### config.mk
export PLATFORM = sky130hd
export DESIGN_NAME = shift_subtract_divider
export DESIGN_NICKNAME = d
export VERILOG_FILES = /design/src/rtl/divider_pkg.sv /design/src/rtl/shift_subtract_divider_div_step.sv /design/src/rtl/shift_subtract_divider.sv
export SDC_FILE = /design/constraint.sdc
export NUM_CORES = 1
export LEC_CHECK = 0
export ABC_AREA = 1
export CORE_UTILIZATION = 55
export CTS_CLUSTER_DIAMETER = 40
export DETAILED_ROUTE_END_ITERATION = 7
export PLACE_DENSITY = 0.8
export SLEW_MARGIN = 20
export SYNTH_ARGS = -nofsm -noshare
export SYNTH_HDL_FRONTEND = slang
export SYNTH_SLANG_ARGS = --single-unit
export TNS_END_PERCENT = 10
### constraint.sdc
create_clock -name clk -period 4.15 [get_ports clk]
set_clock_uncertainty 0.15 [all_clocks]
set_input_delay 0.415 -clock clk [delete_from_list [all_inputs] [get_ports clk]]
set_output_delay 0.415 -clock clk [all_outputs]
set_load 0.1 [all_outputs]
### src/rtl/divider_pkg.sv
// Shared types and constants for the sequential restoring divider.
// Optional feature macro used by the divider: DIVZERO_DETECT_EN.
package divider_pkg;

  localparam int DIV_WIDTH_DEF = 4;
  localparam int CNT_W         = $clog2(DIV_WIDTH_DEF + 1);

  typedef enum logic [1:0] {
    IDLE = 2'd0,
    RUN  = 2'd1,
    DONE = 2'd2
  } state_t;

  // Step-counter width needed to count up to 'width' steps.
  function automatic int cnt_width(input int width);
    return $clog2(width + 1);
  endfunction

endpackage

### src/rtl/shift_subtract_divider_div_step.sv
// One combinational restoring-division step: shift in a dividend bit,
// conditionally subtract the divisor, emit the quotient bit.
module div_step
  import divider_pkg::*;
#(
  parameter int WIDTH = DIV_WIDTH_DEF
) (
  input  logic [WIDTH-1:0] i_r,
  input  logic             i_bit,
  input  logic [WIDTH-1:0] i_divisor,
  output logic [WIDTH-1:0] o_r,
  output logic             o_q
);

  logic [WIDTH:0] w_t;
  logic [WIDTH:0] w_dvs;
  logic [WIDTH:0] w_diff;

  // Trial subtraction; keep the difference only when it does not underflow.
  always_comb begin
    w_t    = {i_r, i_bit};
    w_dvs  = {1'b0, i_divisor};
    w_diff = w_t - w_dvs;
    o_q    = (w_t >= w_dvs);
    o_r    = o_q ? w_diff[WIDTH-1:0] : w_t[WIDTH-1:0];
  end

endmodule

### src/rtl/shift_subtract_divider.sv
// Sequential unsigned restoring divider, one quotient bit per clock,
// with a start/busy/done handshake.
// Optional feature: define DIVZERO_DETECT_EN to short-circuit a zero
// divisor straight to DONE and flag it on div_by_zero.
module shift_subtract_divider
  import divider_pkg::*;
#(
  parameter int WIDTH = DIV_WIDTH_DEF
) (
  input  logic             clk,
  input  logic             rst,
  input  logic             start,
  input  logic [WIDTH-1:0] dividend,
  input  logic [WIDTH-1:0] divisor,
  output logic             busy,
  output logic             done,
  output logic [WIDTH-1:0] quotient,
  output logic [WIDTH-1:0] remainder,
  output logic             div_by_zero
);

  localparam int                 LCNT_W = cnt_width(WIDTH);
  localparam logic [LCNT_W-1:0]  LAST   = LCNT_W'(WIDTH - 1);

  state_t              r_state;
  state_t              w_next;
  logic                w_accept;

  // r_work starts as the dividend; each step shifts one dividend bit out of
  // the top and one quotient bit in at the bottom, so after WIDTH steps it
  // holds the quotient.
  logic [WIDTH-1:0]    r_work;
  logic [WIDTH-1:0]    r_dvs;
  logic [WIDTH-1:0]    r_rem;
  logic [LCNT_W-1:0]   r_cnt;
  logic [WIDTH-1:0]    r_quotient;
  logic [WIDTH-1:0]    r_remainder;
`ifdef DIVZERO_DETECT_EN
  logic                r_dbz;
`endif

  logic [WIDTH-1:0]    w_step_r;
  logic                w_qbit;

  div_step #(
    .WIDTH (WIDTH)
  ) u_step (
    .i_r       (r_rem),
    .i_bit     (r_work[WIDTH-1]),
    .i_divisor (r_dvs),
    .o_r       (w_step_r),
    .o_q       (w_qbit)
  );

  // A start is only honoured when no division is running.
  always_comb begin
    w_accept = start && (r_state != RUN);
  end

  // State register.
  always_ff @(posedge clk) begin
    if (rst) r_state <= IDLE;
    else     r_state <= w_next;
  end

  // Next-state logic.
  always_comb begin
    w_next = r_state;
    case (r_state)
      IDLE, DONE: begin
        if (start) begin
`ifdef DIVZERO_DETECT_EN
          w_next = (divisor == '0) ? DONE : RUN;
`else
          w_next = RUN;
`endif
        end else begin
          w_next = IDLE;
        end
      end
      RUN:     if (r_cnt == LAST) w_next = DONE;
      default: w_next = IDLE;
    endcase
  end

  // Datapath: operand capture, iterative step, result load on the final step.
  always_ff @(posedge clk) begin
    if (rst) begin
      r_work      <= '0;
      r_dvs       <= '0;
      r_rem       <= '0;
      r_cnt       <= '0;
      r_quotient  <= '0;
      r_remainder <= '0;
`ifdef DIVZERO_DETECT_EN
      r_dbz       <= 1'b0;
`endif
    end else if (w_accept) begin
      r_work <= dividend;
      r_dvs  <= divisor;
      r_rem  <= '0;
      r_cnt  <= '0;
`ifdef DIVZERO_DETECT_EN
      r_dbz  <= 1'b0;
      if (divisor == '0) begin
        r_quotient  <= '1;
        r_remainder <= dividend;
        r_dbz       <= 1'b1;
      end
`endif
    end else if (r_state == RUN) begin
      r_rem  <= w_step_r;
      r_work <= {r_work[WIDTH-2:0], w_qbit};
      r_cnt  <= r_cnt + LCNT_W'(1);
      if (r_cnt == LAST) begin
        r_quotient  <= {r_work[WIDTH-2:0], w_qbit};
        r_remainder <= w_step_r;
      end
    end
  end

  // Output decode.
  always_comb begin
    busy      = (r_state == RUN);
    done      = (r_state == DONE);
    quotient  = r_quotient;
    remainder = r_remainder;
`ifdef DIVZERO_DETECT_EN
    div_by_zero = r_dbz;
`else
    div_by_zero = 1'b0;
`endif
  end

endmodule

==> flow_summary.yaml <==
yosys:
  postSynthNetCount: 188
  synth_cell_type_count: 26
  post_synth_inst_count: 170
  synth.yosys.warnings: 0
  synth_seq_area_share: 0.398
  synth-seq-cells: 25
  synthesis.area_per_instance_um2: 7.40
  netlist_area_mm2: 0.00126
clocking:
  clock_insertion_delay_worst_skew_ns: 0.32
  cts_buffers: 3
  cts-root-buf: "clkbuf_4"
  cts_sinks: 25
  worst_case_clock_buffer_depth: 2
  number_of_buffers_inserted_for_hold_repair_after_clock_tree_synthesis: 0
  tritoncts: "yes"
  clkTransAtPathRegs_ns: 0.13
  cts_max_level: 1
  post_cts_buffers: 0
  cts-resized-gates: 0
setup_path:
  criticalPathCategory: "flop to primary output"
  critical-path-max-stage-delay_ns: 1.21
  worst-path-buf-inv: 2
  endpoint_kind: "primary output"
  path_cells: "inv_1, nor2_4, clkdlybuf4s50_1"
  timing.critical_path.arrival_ns: 2.29
  critical-path-top-delay-family: "buffers and inverters"
  cp_slowest_cell: "clkdlybuf4s50_1"
  required_time_reported_for_the_critical_path_endpoint_ns: 3.59
  critical_path_peak_fanout: 14
  timing.reg2reg.setup_slack_ns: 2.37
  startpoint_type: "flop"
pwr:
  clockPowerShare: 0.223
  seqPwrFrac: 0.536
  p_switching_mw: 0.150
  power.leakage_nw: 0.718
  switching_share: 0.313
  powerDensity_mw_per_mm2: 319
  comb_power_share: 0.241
  peakVddDrop_mv: 0.248
  cell_internal_pwr_mw: 0.329
sta:
  worstMarginPinSlew_ns: 0.971
  max_freq_mhz: 350
  post-route-period-util: 0.688
  setup-violations-final: 0
  timing_max_transition_violations_final: 0
  period_minus_slack_ns: 2.85
  setup_tns_ns: 0
  setup_repair_after_global_routing_missed_its_margin: "false"
  maxSlewHeadroom: 0.350
  hold_violations: 0
placement:
  gp_congestion: 0.845
  place_area_mm2: 0.00147
  port-buffer-count: 20
  hpwl_um: 1900
floorplan:
  boundaryPins: 22
  die_width_um: 49.8
  placeableCoreArea_mm2: 0.00206
  floorplan.initialDensity: 0.610
  die-area_mm2: 0.00248
  fp.dieH_um: 49.8
  floorplan.rows: 16
detailed_routing:
  postRouteAntennaNets: 0
  route.final.wire_length_um: 2500
  drtIter0Drc: 30
  detailedRoute.firstPassIterationCount: 4
  routed_via_density: 5.10
  via_count: 1111
  wl_per_cell_um: 11.4
  remaining_drc_errors: 0
global_routing:
  antenna_violations_before_repair: 0
  first_global_vias: 1066
  grt.met1_usage: 0.245
  grt.overflow.total: 0
  global_route.peak_usage_layer: "met2"
  gr_usage_total: 0.225
  maximum_number_of_pins_on_one_net_before_global_route_repair: 18
  grtUsageMet2: 0.428
  grt_pass1_wl_um: 4250
  gr-usage-met3: 0.0309
final_layout:
  layout_commonest_cell: "nand2_1"
  layout-drive-gt1-share: 0.0785
  antenna_cells: 0
  layout.cells.most_common_list: "32 x nand2_1, 29 x inv_1, 25 x dfxtp_1"
  area_growth_pct: 19.1
  num-nets-final: 210
  layout.cell_area.non_filler_mm2: 0.00150
status:
  status: "completed"
hold_path:
  path_class_of_the_lowest_slack_min_delay_path: "flop to flop"
run:
  drv.max_cap_violation_count: 0
tightest hold or removal path, delay by kind of cell, from the launching register on:
kind / cells / cell delay (ns)
flip-flops: 1 / 0.33
AO/OA/AOI/OAI: 1 / 0.05
AND/OR/NAND/NOR: 1 / 0.06
cells by family (layout without fill, tap and decap cells):
family,count (synthesis),count (layout),share of synthesized area
AND/OR/NAND/NOR,72,72,0.271
buffers and inverters,37,58,0.121
other,1,1,0.00298
flip-flops,25,25,0.398
adder cells (fa/ha/maj),7,7,0.0755
AO/OA/AOI/OAI,26,26,0.117
XOR/XNOR,2,2,0.0139
layer usage:
metal,routed length (um),share of wire
met5,0,0
met4,41,0.016
met3,79,0.032
met2,1270,0.51
met1,1100,0.44
power groups by stage:
stage	Clock [mW]	Sequential [mW]	Combinational, mW
after CTS	0.109	0.257	0.115
after global placement	0	0.261	0.111
after global routing	0.119	0.258	0.129
after floorplan	0	0.260	0.0888
final	0.107	0.257	0.115
after detailed placement	0	0.262	0.114
area by class of cell:
class,count,area [um2]
multi-input combinational,108,606
fill,170,563
sequential,25,500
timing repair buffer,20,200
inverter,34,133
tap,27,33.8
clock buffer,4,26.3
stage by stage:
stage	instances	worst slack, ns	utilization	total power [mW]	hold slack, ns
2_1_floorplan	170	1.93	-	0.349	0.285
3_3_place_gp	214	1.69	0.714	0.372	0.303
3_5_place_dp	214	1.67	0.714	0.376	0.308
4_1_cts	218	1.30	0.727	0.481	0.326
5_1_grt	218	1.24	0.727	0.507	0.359
6_report	218	1.30	0.727	0.479	0.325
synthesized netlist by cell type:
cell type	n	area (um2)
ha_1	6	75.1
nand2_1	32	120
o21ai_1	3	15.0
nand2_4	1	11.3
buf_4	2	15.0
a21oi_1	8	40.0
clkinv_2	2	10.0
buf_2	1	5.00
xnor2_1	2	17.5
inv_4	1	6.26
nand2_2	3	18.8
nor2_8	1	20.0
conb_1	1	3.75
inv_1	29	109
nor2_1	14	52.6
o21a_1	4	30.0
fa_1	1	20.0
o21ai_0	9	45.0
or2_0	1	6.26
clkinv_1	1	3.75
nand3_1	18	90.1
dfxtp_1	25	500
nor2_4	2	22.5
a21oi_2	1	8.76
o221ai_1	1	8.76
inv_2	1	3.75
worst paths after layout:
kind	startpoint	endpoint	cells past startpoint
setup / recovery	r_state[0]	busy	3
hold / removal	r_cnt[2]	r_cnt[2]	2
setup reg to reg	r_dvs[2]	r_rem[2]	10
hold reg to reg	r_cnt[2]	r_cnt[2]	2
sequential cells by signal, indices dropped and copies added, names as in the netlist:
name,cells
quotient,4
r_rem,4
r_work,4
r_cnt,3
remainder,4
r_state,2
r_dvs,4
(Power assumes the default switching activity.)
